$ cat src/rtl/custom_pkg.sv
// Shared decode/issue definitions: operand-select encodings, issue-buffer
// occupancy states and the canonical ID->EX payload layout.
package custom_pkg;

    localparam int unsigned XLEN   = 32;
    localparam int unsigned CTRL_W = 64;

    // First ALU operand source; encoding 3 is unused and behaves as OP1_RS1
    typedef enum logic [1:0] {
        OP1_RS1  = 2'd0,
        OP1_PC   = 2'd1,
        OP1_ZERO = 2'd2
    } op1_sel_e;

    // Second ALU operand source
    typedef enum logic {
        OP2_RS2 = 1'b0,
        OP2_IMM = 1'b1
    } op2_sel_e;

    // Issue buffer occupancy: main entry only, or main plus skid entry
    typedef enum logic [1:0] {
        BUF_EMPTY = 2'd0,
        BUF_ONE   = 2'd1,
        BUF_TWO   = 2'd2
    } buf_state_e;

    // Everything the execute stage receives for one instruction
    typedef struct packed {
        logic [XLEN-1:0]   pc_plus4;
        logic [XLEN-1:0]   op1;
        logic [XLEN-1:0]   op2;
        logic [XLEN-1:0]   store_data;
        logic [4:0]        rd;
        logic [CTRL_W-1:0] ctrl;
    } issue_payload_t;

endpackage

$ cat src/rtl/fwd_mux.sv
// Operand forwarding select: index 0 picks register-file data, index k in
// 1..NUM_FWD picks forwarding source k-1, anything larger falls back to the
// register file.
module fwd_mux #(
    parameter int unsigned NUM_FWD = 4,
    parameter int unsigned XLEN    = 32,
    localparam int unsigned SEL_W  = $clog2(NUM_FWD + 1)
) (
    input  logic [SEL_W-1:0]        sel_i,
    input  logic [XLEN-1:0]         rf_data_i,
    input  logic [NUM_FWD*XLEN-1:0] fwd_data_i,
    output logic [XLEN-1:0]         data_o
);

    // Default to regfile data so out-of-range selects need no special case
    always_comb begin
        data_o = rf_data_i;
        for (int unsigned k = 0; k < NUM_FWD; k++) begin
            if (sel_i == SEL_W'(k + 1)) begin
                data_o = fwd_data_i[k*XLEN +: XLEN];
            end
        end
    end

endmodule

$ cat src/rtl/decode_issue_buf.sv
// ID->EX issue stage: resolves forwarded operands, applies the load-use
// interlock and holds results in a two-entry skid buffer with valid/ready
// handshakes on both sides and a flush that kills buffered and incoming work.
module decode_issue_buf #(
    parameter int unsigned XLEN    = custom_pkg::XLEN,
    parameter int unsigned NUM_FWD = 4,
    parameter int unsigned CTRL_W  = custom_pkg::CTRL_W,
    localparam int unsigned SEL_W  = $clog2(NUM_FWD + 1)
) (
    input  logic                    clk_i,
    input  logic                    rst_i,
    input  logic                    in_valid_i,
    output logic                    in_ready_o,
    input  logic [XLEN-1:0]         pc_i,
    input  logic [XLEN-1:0]         pc_plus4_i,
    input  logic [4:0]              rs1_addr_i,
    input  logic [4:0]              rs2_addr_i,
    input  logic [4:0]              rd_addr_i,
    input  logic [XLEN-1:0]         rs1_data_i,
    input  logic [XLEN-1:0]         rs2_data_i,
    input  logic [XLEN-1:0]         imm_i,
    input  logic [CTRL_W-1:0]       ctrl_i,
    input  logic [1:0]              op1_sel_i,
    input  logic                    op2_sel_i,
    input  logic                    uses_rs1_i,
    input  logic                    uses_rs2_i,
    input  logic [NUM_FWD*XLEN-1:0] fwd_data_i,
    input  logic [SEL_W-1:0]        fwd_sel_a_i,
    input  logic [SEL_W-1:0]        fwd_sel_b_i,
    input  logic                    ex_is_load_i,
    input  logic [4:0]              ex_rd_i,
    input  logic                    flush_i,
    output logic                    out_valid_o,
    input  logic                    out_ready_i,
    output logic [XLEN-1:0]         out_pc_plus4_o,
    output logic [XLEN-1:0]         out_op1_o,
    output logic [XLEN-1:0]         out_op2_o,
    output logic [XLEN-1:0]         out_store_data_o,
    output logic [4:0]              out_rd_o,
    output logic [CTRL_W-1:0]       out_ctrl_o
);

    import custom_pkg::*;

    // Same field order as issue_payload_t, but sized from this instance's
    // parameters so XLEN/CTRL_W overrides stay consistent.
    typedef struct packed {
        logic [XLEN-1:0]   pc_plus4;
        logic [XLEN-1:0]   op1;
        logic [XLEN-1:0]   op2;
        logic [XLEN-1:0]   store_data;
        logic [4:0]        rd;
        logic [CTRL_W-1:0] ctrl;
    } payload_t;

    buf_state_e      state;
    payload_t        main_q;
    payload_t        skid_q;
    payload_t        in_payload;
    logic [XLEN-1:0] fwd_a;
    logic [XLEN-1:0] fwd_b;
    logic            hazard;
    logic            skid_valid;
    logic            in_fire;
    logic            out_fire;

    fwd_mux #(
        .NUM_FWD (NUM_FWD),
        .XLEN    (XLEN)
    ) u_fwd_a (
        .sel_i      (fwd_sel_a_i),
        .rf_data_i  (rs1_data_i),
        .fwd_data_i (fwd_data_i),
        .data_o     (fwd_a)
    );

    fwd_mux #(
        .NUM_FWD (NUM_FWD),
        .XLEN    (XLEN)
    ) u_fwd_b (
        .sel_i      (fwd_sel_b_i),
        .rf_data_i  (rs2_data_i),
        .fwd_data_i (fwd_data_i),
        .data_o     (fwd_b)
    );

    // Assemble the resolved payload for the instruction on the input side
    always_comb begin
        in_payload            = '0;
        in_payload.pc_plus4   = pc_plus4_i;
        in_payload.store_data = fwd_b;
        in_payload.rd         = rd_addr_i;
        in_payload.ctrl       = ctrl_i;
        in_payload.op2        = (op2_sel_i == OP2_IMM) ? imm_i : fwd_b;
        case (op1_sel_i)
            OP1_PC:   in_payload.op1 = pc_i;
            OP1_ZERO: in_payload.op1 = '0;
            default:  in_payload.op1 = fwd_a;
        endcase
    end

    // A consumer of the load in EX cannot issue until the load data is forwardable
    assign hazard = in_valid_i & ex_is_load_i & (ex_rd_i != 5'd0) &
                    ((uses_rs1_i & (rs1_addr_i == ex_rd_i)) |
                     (uses_rs2_i & (rs2_addr_i == ex_rd_i)));

    assign skid_valid = (state == BUF_TWO);
    assign in_ready_o = ~skid_valid & ~hazard;
    assign in_fire    = in_valid_i & in_ready_o;
    assign out_valid_o = (state != BUF_EMPTY);
    assign out_fire   = out_valid_o & out_ready_i;

    assign out_pc_plus4_o   = main_q.pc_plus4;
    assign out_op1_o        = main_q.op1;
    assign out_op2_o        = main_q.op2;
    assign out_store_data_o = main_q.store_data;
    assign out_rd_o         = main_q.rd;
    assign out_ctrl_o       = main_q.ctrl;

    // Skid buffer occupancy and payload movement; reset beats flush beats handshakes
    always_ff @(posedge clk_i) begin
        if (rst_i) begin
            state  <= BUF_EMPTY;
            main_q <= '0;
            skid_q <= '0;
        end else if (flush_i) begin
            state  <= BUF_EMPTY;
            skid_q <= '0;
        end else begin
            case (state)
                BUF_EMPTY: begin
                    if (in_fire) begin
                        main_q <= in_payload;
                        state  <= BUF_ONE;
                    end
                end
                BUF_ONE: begin
                    if (in_fire && out_fire) begin
                        main_q <= in_payload;
                    end else if (in_fire) begin
                        skid_q <= in_payload;
                        state  <= BUF_TWO;
                    end else if (out_fire) begin
                        state  <= BUF_EMPTY;
                    end
                end
                BUF_TWO: begin
                    if (out_fire) begin
                        main_q <= skid_q;
                        state  <= BUF_ONE;
                    end
                end
                default: state <= BUF_EMPTY;
            endcase
        end
    end

endmodule

$ cat config.mk
export PLATFORM = sky130hd
export DESIGN_NAME = decode_issue_buf
export DESIGN_NICKNAME = d
export VERILOG_FILES = /design/src/rtl/custom_pkg.sv /design/src/rtl/fwd_mux.sv /design/src/rtl/decode_issue_buf.sv
export SDC_FILE = /design/constraint.sdc
export NUM_CORES = 1
export LEC_CHECK = 0
export ABC_AREA = 0
export CAP_MARGIN = 0
export CELL_PAD_IN_SITES_DETAIL_PLACEMENT = 2
export CELL_PAD_IN_SITES_GLOBAL_PLACEMENT = 2
export CORE_MARGIN = 2
export CORE_UTILIZATION = 26
export CTS_CLUSTER_SIZE = 20
export DETAILED_ROUTE_END_ITERATION = 8
export PLACE_DENSITY = 0.89
export SKIP_CTS_REPAIR_TIMING = 1
export SYNTH_ARGS = -nofsm -noshare
export SYNTH_HDL_FRONTEND = slang
export SYNTH_SLANG_ARGS = --single-unit
$ cat constraint.sdc
create_clock -name clk_i -period 2.85 [get_ports clk_i]
set_input_delay 0.855 -clock clk_i [delete_from_list [all_inputs] [get_ports clk_i]]
set_output_delay 0.855 -clock clk_i [all_outputs]
set_load 0.01 [all_outputs]
; Word-level counts from Yosys, hierarchy flattened
; Index checks and enable logic that the tools add are counted.
[totals]
reg_bits = 396
input_bits = 389
output_inout_bits = 199
word_cells = 74
[classes]
n_eq_ne = 19
muxes = 20
bitwise = 13
n_reduce_logical = 9
[ops]
columns = op, n
row1 = 197-bit 2-to-1 mux, 3
row2 = 197-bit one-hot mux with 3 select lines, 1
row3 = 32-bit 2-to-1 mux, 9
row4 = 32-bit one-hot mux with 2 select lines, 1
row5 = "3-bit by 2-bit == test with 1-bit output, second input constant", 4
row6 = 5-bit == test, 2
row7 = 2-bit 2-to-1 mux, 5
row8 = 1-bit AND, 8
row9 = "3-bit by 1-bit == test with 1-bit output, second input constant", 2
row10 = "3-bit == test, second input constant", 2
row11 = "2-bit inequality test, second input constant", 3
row12 = 2-bit one-hot mux with 3 select lines, 1
row13 = 5-bit AND reduction, 1
row14 = 5-bit nonzero test, 1
row15 = "2-bit by 1-bit == test with 1-bit output, second input constant", 2
row16 = "2-bit == test, second input constant", 2
row17 = 1-bit NOT, 4
row18 = 4-bit AND reduction, 1
row19 = "3-bit inequality test, second input constant", 1
row20 = 3-bit AND reduction, 1
row21 = 3-bit nonzero test, 1
row22 = 2-bit zero test, 1
row23 = "2-bit by 1-bit inequality test with 1-bit output, second input constant", 1
row24 = 2-bit nonzero test, 1
row25 = other kinds (3), 3

; Logic depth before layout (Yosys ltp)
; Gate-level depths: netlist of the first run.
[depth]
depth_word = 10
depth_mapped = 10
depth_no_buf = 7

; By module
; From an unflattened synthesis of the first run, not the netlist that was laid out.
[unflattened]
cells_unflattened = 2878
area_unflattened_um2 = 21607.0
[modules_own_cells]
columns = module, n_inst, cells_each, area_each_um2, seq_area_each_um2
row1 = decode_issue_buf, 1, 2354, 18131.1, 7927.6
row2 = fwd_mux, 2, 262, 1737.9, 0.0

; Worst setup path after synthesis of the first run
; No wires, ideal clock.
[synth_timing]
kind = input port to output port
from = input port ex_rd_i[1]
to = output port in_ready_o
arrival_ns = 2.211
required_ns = 1.995
path_slack_ns = -0.216
path_stages = 5
path_buffers = 2
path_cell_list = or4_1 o211a_1 buf_2 clkbuf_1 a21oi_1
[synth_via]
elab_chain_len = 6
word_cells_on_any_way = 10
cone_classes = 2 x eq/ne / 7 x bitwise / 1 x reduce/logical
[synth_rtl]
columns = element, line
row1 = from (decl), decode_issue_buf.sv:31  ; input logic [4:0] ex_rd_i,
row2 = "5-bit == test, on equally long branches", "decode_issue_buf.sv:104, decode_issue_buf.sv:105"
row3 = "1-bit AND, on equally long branches", "decode_issue_buf.sv:104, decode_issue_buf.sv:105"
row4 = 1-bit OR, decode_issue_buf.sv:104  ; ((uses_rs1_i & (rs1_addr_i == ex_rd_i)) |
row5 = 1-bit AND *, decode_issue_buf.sv:103  ; assign hazard = in_valid_i & ex_is_load_i & (ex_rd_i != 5'd0) &
row6 = 1-bit NOT *, decode_issue_buf.sv:108  ; assign in_ready_o = ~skid_valid & ~hazard;
row7 = 1-bit AND *, decode_issue_buf.sv:108
row8 = to (decl), decode_issue_buf.sv:13  ; output logic in_ready_o,
; Every way passes the cells marked *; elsewhere a longest branch is shown, timed or not.

; Worst setup path after layout of the first run
; Same ends and word-level chain as after synthesis.

==> results by group, run 1 <==
Pwr
  • Reg power frac: 0.348
  • Net switching power: 5.02 mW
  • Tot Pwr: 17.1 mW
  • P_int: 12.1 mW
  • Pleak: 12.7 nW
  • Clk pwr share: 0.426
  • Power Density: 506 nW/µm²
  • Peak VDD IR: 0.461 mV
  • Switch share: 0.293
  • Comb pwr share: 0.226

Clocking
  • Later-pin clock latency in the skew report: 0.60 ns
  • CTS clk-pin slew, worst paths: 0.06 ns
  • Root Buffer: clkbuf_16
  • Clock Sinks: 396
  • CTS H-tree depth: 2
  • Total CTS buffers: 50
  • Longest Clk Path Bufs: 3
  • CTS tree: yes

STA
  • Slew HR: 0.468
  • Post-route clock period utilization: 1.02
  • Final setup violation count: 1
  • Final worst path period need: 2.90 ns
  • Slew Limit Fails: 0
  • Unrepaired setup endpoints after global routing: yes
  • Measured slew at the worst slew-check pin: 0.798 ns
  • Achievable Freq: 0.345 GHz
  • Final WS setup: -0.0498 ns
  • Setup TNS: -0.0498 ns
  • Clock Skew: 0.0217 ns
  • Final hold vios: 0

Critical path
  • Req. time, crit path: 2.00 ns
  • Startpoint types: input pin
  • Worst-path fanout max: 2
  • CP Data Arrival Time: 2.04 ns
  • Setup Crit Path Kind: in2out
  • Critical path endpoint category: output pin

GRT
  • All-layer global routing usage: 0.250
  • Initial antenna violation count: 35
  • First-pass GRT wire length: 177 mm
  • Vias in the first global route: 27100
  • Grt total ovfl: 0
  • Largest net degree at the start of global routing: 127

Routing
  • Drt first pass iters: 8
  • Detail Route Antenna Nets: 0
  • DRC: 0
  • DRT iter0 DRCs: 1368
  • Routed wire length: 121 mm
  • Vias per cell: 5.35
  • Routed length per instance: 26.1 µm
  • Via count: 24700

Place
  • Placed Area: 31800 µm²
  • DP Wirelength: 89.1 mm
  • Input/output buffers: 587
  • RePlAce Congestion: 0.906

Finish
  • Fin area: 33800 µm²
  • Finished Core Util: 0.380
  • Share of cells above drive strength 1: 0.159
  • Nets@finish: 3789
  • Commonest non-fill, non-tap cells in the layout: 708 x nand2_1, 565 x clkdlybuf4s50_1, 395 x dfxtp_1, 264 x a211oi_1, 241 x mux2i_1
  • Leading cell type in the layout, fill and taps excluded: nand2_1
  • Area Growth Syn to Fin: 44.5%

Synth
  • Number of synthesized flops with an enable pin: 0
  • Top_reg_cell synth: dfxtp_1
  • Mapped Cells: 2826
  • Part of the Yosys area used for sequential elements: 0.339
  • Simple-Gate Fraction of Synth Area: 0.175
  • Ys async rst share: 0
  • Post-synthesis adder-cell area fraction: 0.000535
  • Cell Area, Synth: 23400 µm²
  • Compound-Gate Fraction of Synth Area: 0.227
  • Syn_area_per_cell: 8.27 µm²
  • Post-Synth XOR/XNOR Area: 0.00375
  • Mux cell area share after synthesis: 0.171
  • Post-Syn Nets: 3216
  • Ys Warns: 0
  • Distinct cells, synth: 48
  • Seq cells post-synth: 396
  • Largest family of logic cells by synthesized area: compound AO/OA/AOI/OAI gates

Min path
  • Hold Path Class: reg2reg

Run
  • Max cap viols: 0

Floorplanning
  • Initial Util: 0.263
  • Die area: 92300 µm²
  • Die width: 304 µm
  • Row cnt: 109
  • Core area: 88800 µm²
  • Die Y: 304 µm
  • IO Pins: 588

Status
  • Violated checks: negative setup slack
  • Run status: complete, but fails checks
## worst paths after layout
path / cells after the start / slack [ns] / to / from
min reg2reg: 2 / 0.46 / out_store_data_o[29] / out_store_data_o[29]
max: 5 / -0.05 / in_ready_o / ex_rd_i[1]
max reg2reg: 7 / 0.62 / out_store_data_o[26] / state[1]
min: 2 / 0.46 / out_store_data_o[29] / out_store_data_o[29]
## area by class of cell
| cell class | count | area [µm²] |
|---|---|---|
| Antenna cell | 18 | 45.0 |
| Clock buffer | 64 | 1420 |
| Clock inverter | 29 | 439 |
| Fill cell | 9740 | 55000 |
| Inverter | 168 | 631 |
| Multi-Input combinational cell | 1979 | 13600 |
| Sequential cell | 396 | 7930 |
| Tap cell | 1165 | 1460 |
| Timing Repair Buffer | 804 | 8220 |
## cells in the mapped netlist, types with 36 or more instances
cell,count,area [µm²]
o31ai_1,65,488
mux2_2,92,1040
mux2i_1,241,2410
a211oi_1,264,1980
nand2b_1,89,557
o21ai_0,51,255
inv_1,168,631
nand2_1,709,2660
nor2b_1,36,225
dfxtp_1,396,7930
a211oi_2,100,1250
nor2_1,67,251
clkbuf_1,217,815
## power by group through the flow
stage	Sequential [mW]	Clock (mW)	Combinational, mW
2_1_floorplan	6.13	0	1.60
3_5_place_dp	6.06	0	3.83
4_1_cts	5.94	7.49	3.87
5_1_grt	5.97	7.70	4.09
6_report	5.94	7.28	3.87
3_3_place_gp	6.04	0	3.70
## layer usage
| layer | GRT usage | vias up | routed length [µm] |
|---|---|---|---|
| li1 | - | 11100 | - |
| met1 | 0.285 | 12400 | 47300 |
| met2 | 0.428 | 907 | 58100 |
| met3 | 0.0591 | 310 | 7730 |
| met4 | 0.146 | 28 | 7470 |
| met5 | 0 | - | 167 |
## flip-flops by register name, summed over array words and instances (netlist names)
| signal | cells |
|---|---|
| out_rd_o | 5 |
| skid_q | 197 |
| out_pc_plus4_o | 32 |
| out_store_data_o | 32 |
| state | 2 |
| out_op2_o | 32 |
| out_op1_o | 32 |
| out_ctrl_o | 64 |
## logic make-up (layout without fill, tap and decap cells)
| family | after synthesis | after routing |
|---|---|---|
| compound gates | 632 | 632 |
| xor+xnor | 10 | 10 |
| fa+ha+maj | 1 | 1 |
| buf+inv | 451 | 1065 |
| flops | 396 | 396 |
| mux | 370 | 370 |
| other cells | 0 | 18 |
| simple gates | 966 | 966 |
## worst max-delay path: stages
cell	delay (ns)
buf_8	0.10
or4_4	0.54
o211a_4	0.29
a21oi_4	0.15
buf_6	0.11
## stage by stage
step,setup slack (ns),hold WS (ns),std cells
after floorplan,-0.0181,0.435,2826
after global placement,-0.825,0.440,4510
after detailed placement,-0.855,0.447,4510
after CTS,-0.859,0.459,4603
after global routing,-0.0712,0.482,4621
final,-0.0498,0.456,4623
Note: power is estimated with default switching activity, not from simulation.
==> inputs of run 2 (changes only) <==
- ABC_AREA: 0 -> 1
- CORE_UTILIZATION: 26 -> 22
- PLACE_DENSITY: 0.89 -> 0.88
==> run 2 against run 1 <==
Net effect: the flow now finishes without violations; total power fell by 3.7%; count of clock-buffer cells in the layout grew 3; hold slack worse by 0.0066 ns; synthesized cell count rose by 34%; clock skew grew 0.0014 ns; core utilization fell by 5.3 points; routed wire length fell by 0.71%; critical path type unchanged.
==> results by group, run 2 <==
Status
  • Run status: complete, no violations

Synth
  • Cell taking the most area after synthesis: dfxtp_1
  • Top-area cell type share of the netlist area: 0.360
  • Distinct cells, synth: 24
  • Seq cells post-synth: 396
  • Most numerous cell in the Yosys netlist: nand2_1
  • Post-Syn Nets: 4183
  • Part of the Yosys area used for sequential elements: 0.360
  • Syn_area_per_cell: 5.81 µm²
  • Cell Area, Synth: 22000 µm²
  • Ys Warns: 0
  • Top_reg_cell synth: dfxtp_1
  • Number of synthesized flops with an enable pin: 0
  • Top cells by area, synth: dfxtp_1 36%, nand2_1 20%, nor2_1 9.6%, inv_1 9.6%, o21ai_0 7.2%
  • Ys async rst share: 0
  • Commonest cells in the netlist: 1187 x nand2_1, 565 x nor2_1, 563 x inv_1, 396 x dfxtp_1, 319 x o21ai_0
  • Mapped Cells: 3793

GRT
  • Largest net degree at the start of global routing: 125
  • All-layer global routing usage: 0.227
  • First-pass GRT wire length: 178 mm
  • Initial antenna violation count: 32
  • Vias in the first global route: 29100
  • Grt total ovfl: 0

STA
  • Measured slew at the worst slew-check pin: 0.891 ns
  • Final worst path period need: 2.74 ns
  • Final setup violation count: 0
  • Clock Skew: 0.0231 ns
  • Final hold vios: 0
  • Slew Limit Fails: 0
  • Post-route clock period utilization: 0.963
  • Final WS setup: 0.106 ns
  • Slew HR: 0.406
  • Achievable Freq: 0.364 GHz

Critical path
  • Setup Crit Path Kind: in2out
  • Startpoint types: input pin
  • CP Data Arrival Time: 1.89 ns
  • Critical path endpoint category: output pin
  • Crit path max-delay cell type: clkdlybuf4s50_1
  • Worst-path fanout max: 2
  • Critical path cell sequence: clkdlybuf4s50_1, o21ai_1, inv_1, a31oi_1, buf_4, buf_6
  • CP max stage delay: 0.41 ns
  • Req. time, crit path: 2.00 ns

Pwr
  • Peak VDD IR: 0.427 mV
  • Pleak: 15.6 nW
  • Power Density: 505 nW/µm²

Finish
  • Nets@finish: 4771
  • Leading cell type in the layout, fill and taps excluded: nand2_1
  • Fillers: 12000
  • Finished Layout Cells: 5747
  • Max reg flops: 197
  • Area Growth Syn to Fin: 48.0%
  • Commonest non-fill, non-tap cells in the layout: 1183 x nand2_1, 568 x clkdlybuf4s50_1, 560 x inv_1, 557 x nor2_1, 396 x dfxtp_1
  • Share of cells above drive strength 1: 0.0855
  • Largest Register: skid_q

Place
  • Placed cells: 5627
  • Input/output buffers: 587
  • DP Wirelength: 91.2 mm
  • RePlAce Congestion: 0.919
  • Pre-CTS setup slack: -0.743 ns

Floorplanning
  • Row cnt: 116
  • Core area: 99700 µm²
  • IO Pins: 588
  • Die width: 320 µm
  • Initial Util: 0.221
  • Die area: 103000 µm²
  • Die Y: 320 µm

Clocking
  • CTS clk-pin slew, worst paths: 0.06 ns
  • Later-pin clock latency in the skew report: 0.60 ns
  • CTS H-tree depth: 2
  • Total CTS buffers: 50
  • CTS tree: yes
  • Longest Clk Path Bufs: 3
  • Clock Sinks: 396
  • Root Buffer: clkbuf_16

Routing
  • Routed length per instance: 20.9 µm
  • DRT iter0 DRCs: 1304
  • Detail Route Antenna Nets: 0
  • Routed wire length: 120 mm
  • Drt first pass iters: 7
  • DRC: 0
  • Vias per cell: 4.63
  • Via count: 26600

Min path
  • Hold Path Class: reg2reg

Run
  • Max cap viols: 0
[run 2: cell count changes after synthesis, moves of 89 or more]
| cell | before | now |
|---|---|---|
| o21ai_0 | 51 | 319 |
| nand2b_1 | 89 | 0 |
| mux2_2 | 92 | 0 |
| a211oi_1 | 264 | 0 |
| nor2_1 | 67 | 565 |
| nand3_1 | 0 | 210 |
| nand2_1 | 709 | 1187 |
| a211oi_2 | 100 | 0 |
| a21oi_1 | 3 | 217 |
| mux2i_1 | 241 | 0 |
| inv_1 | 168 | 563 |
[run 2: cell families (layout without fill, tap and decap cells)]
kind of cell,after synthesis,in the layout,synth area share
and+or+nand+nor,2047,2047,0.371
buffers and inverters,808,1437,0.145
AOI/OAI and AO/OA,541,541,0.123
DFF,396,396,0.360
adders and majority gates,1,1,0.000568
other,0,27,0
[run 2: routing by layer]
metal  global-route usage  vias to the layer above  wire length, µm
met1                0.267                    13100            49600
li1                     -                    12700                -
met2                0.394                      587            58300
met3               0.0350                      227             4940
met5                    0                        -               52
met4                0.125                        8             6970
[run 2: power by group]
part | leakage [nW] | switching, mW | internal [mW]
Sequential | 3.23 | 0.149 | 5.78
Clock | 0.882 | 2.76 | 4.12
Combinational | 11.5 | 2.05 | 1.61
Total | 15.6 | 4.96 | 11.5
[run 2: final timing paths]
path | startpoint | to | slack [ns] | cells past startpoint
min reg2reg | skid_q[39] | skid_q[39] | 0.45 | 2
min | skid_q[39] | skid_q[39] | 0.45 | 2
max reg2reg | state[0] | out_store_data_o[10] | 0.53 | 10
max | ex_is_load_i | in_ready_o | 0.11 | 6
[run 2: through the flow]
step | cell area, µm² | total power [mW] | hold WS, ns | TNS [ns] | util
after CTS | 32500 | 16.7 | 0.452 | -0.762 | 0.326
after floorplan | 22000 | 7.52 | 0.425 | 0 | -
final | 32600 | 16.5 | 0.449 | 0 | 0.327
after detailed placement | 30700 | 9.67 | 0.442 | -97.86 | 0.308
after global routing | 32600 | 17.3 | 0.476 | -0.0380 | 0.327
after global placement | 30700 | 9.52 | 0.431 | -87.80 | 0.308
[run 2: worst max-delay path, delay by kind of cell]
family	cells	cell delay (ns)
AO/OA/AOI/OAI	2	0.23
buffers and inverters	4	0.80
[run 2: final cells by class]
cell class	instances	area, µm²	area share
Clock buffer	67	1450	0.0444
Inverter	572	2160	0.0663
Multi-Input combinational cell	2589	11000	0.338
Tap cell	1298	1620	0.0498
Sequential cell	396	7930	0.243
Timing Repair Buffer	772	8050	0.247
Antenna cell	27	67.6	0.00207
Clock inverter	26	315	0.00967
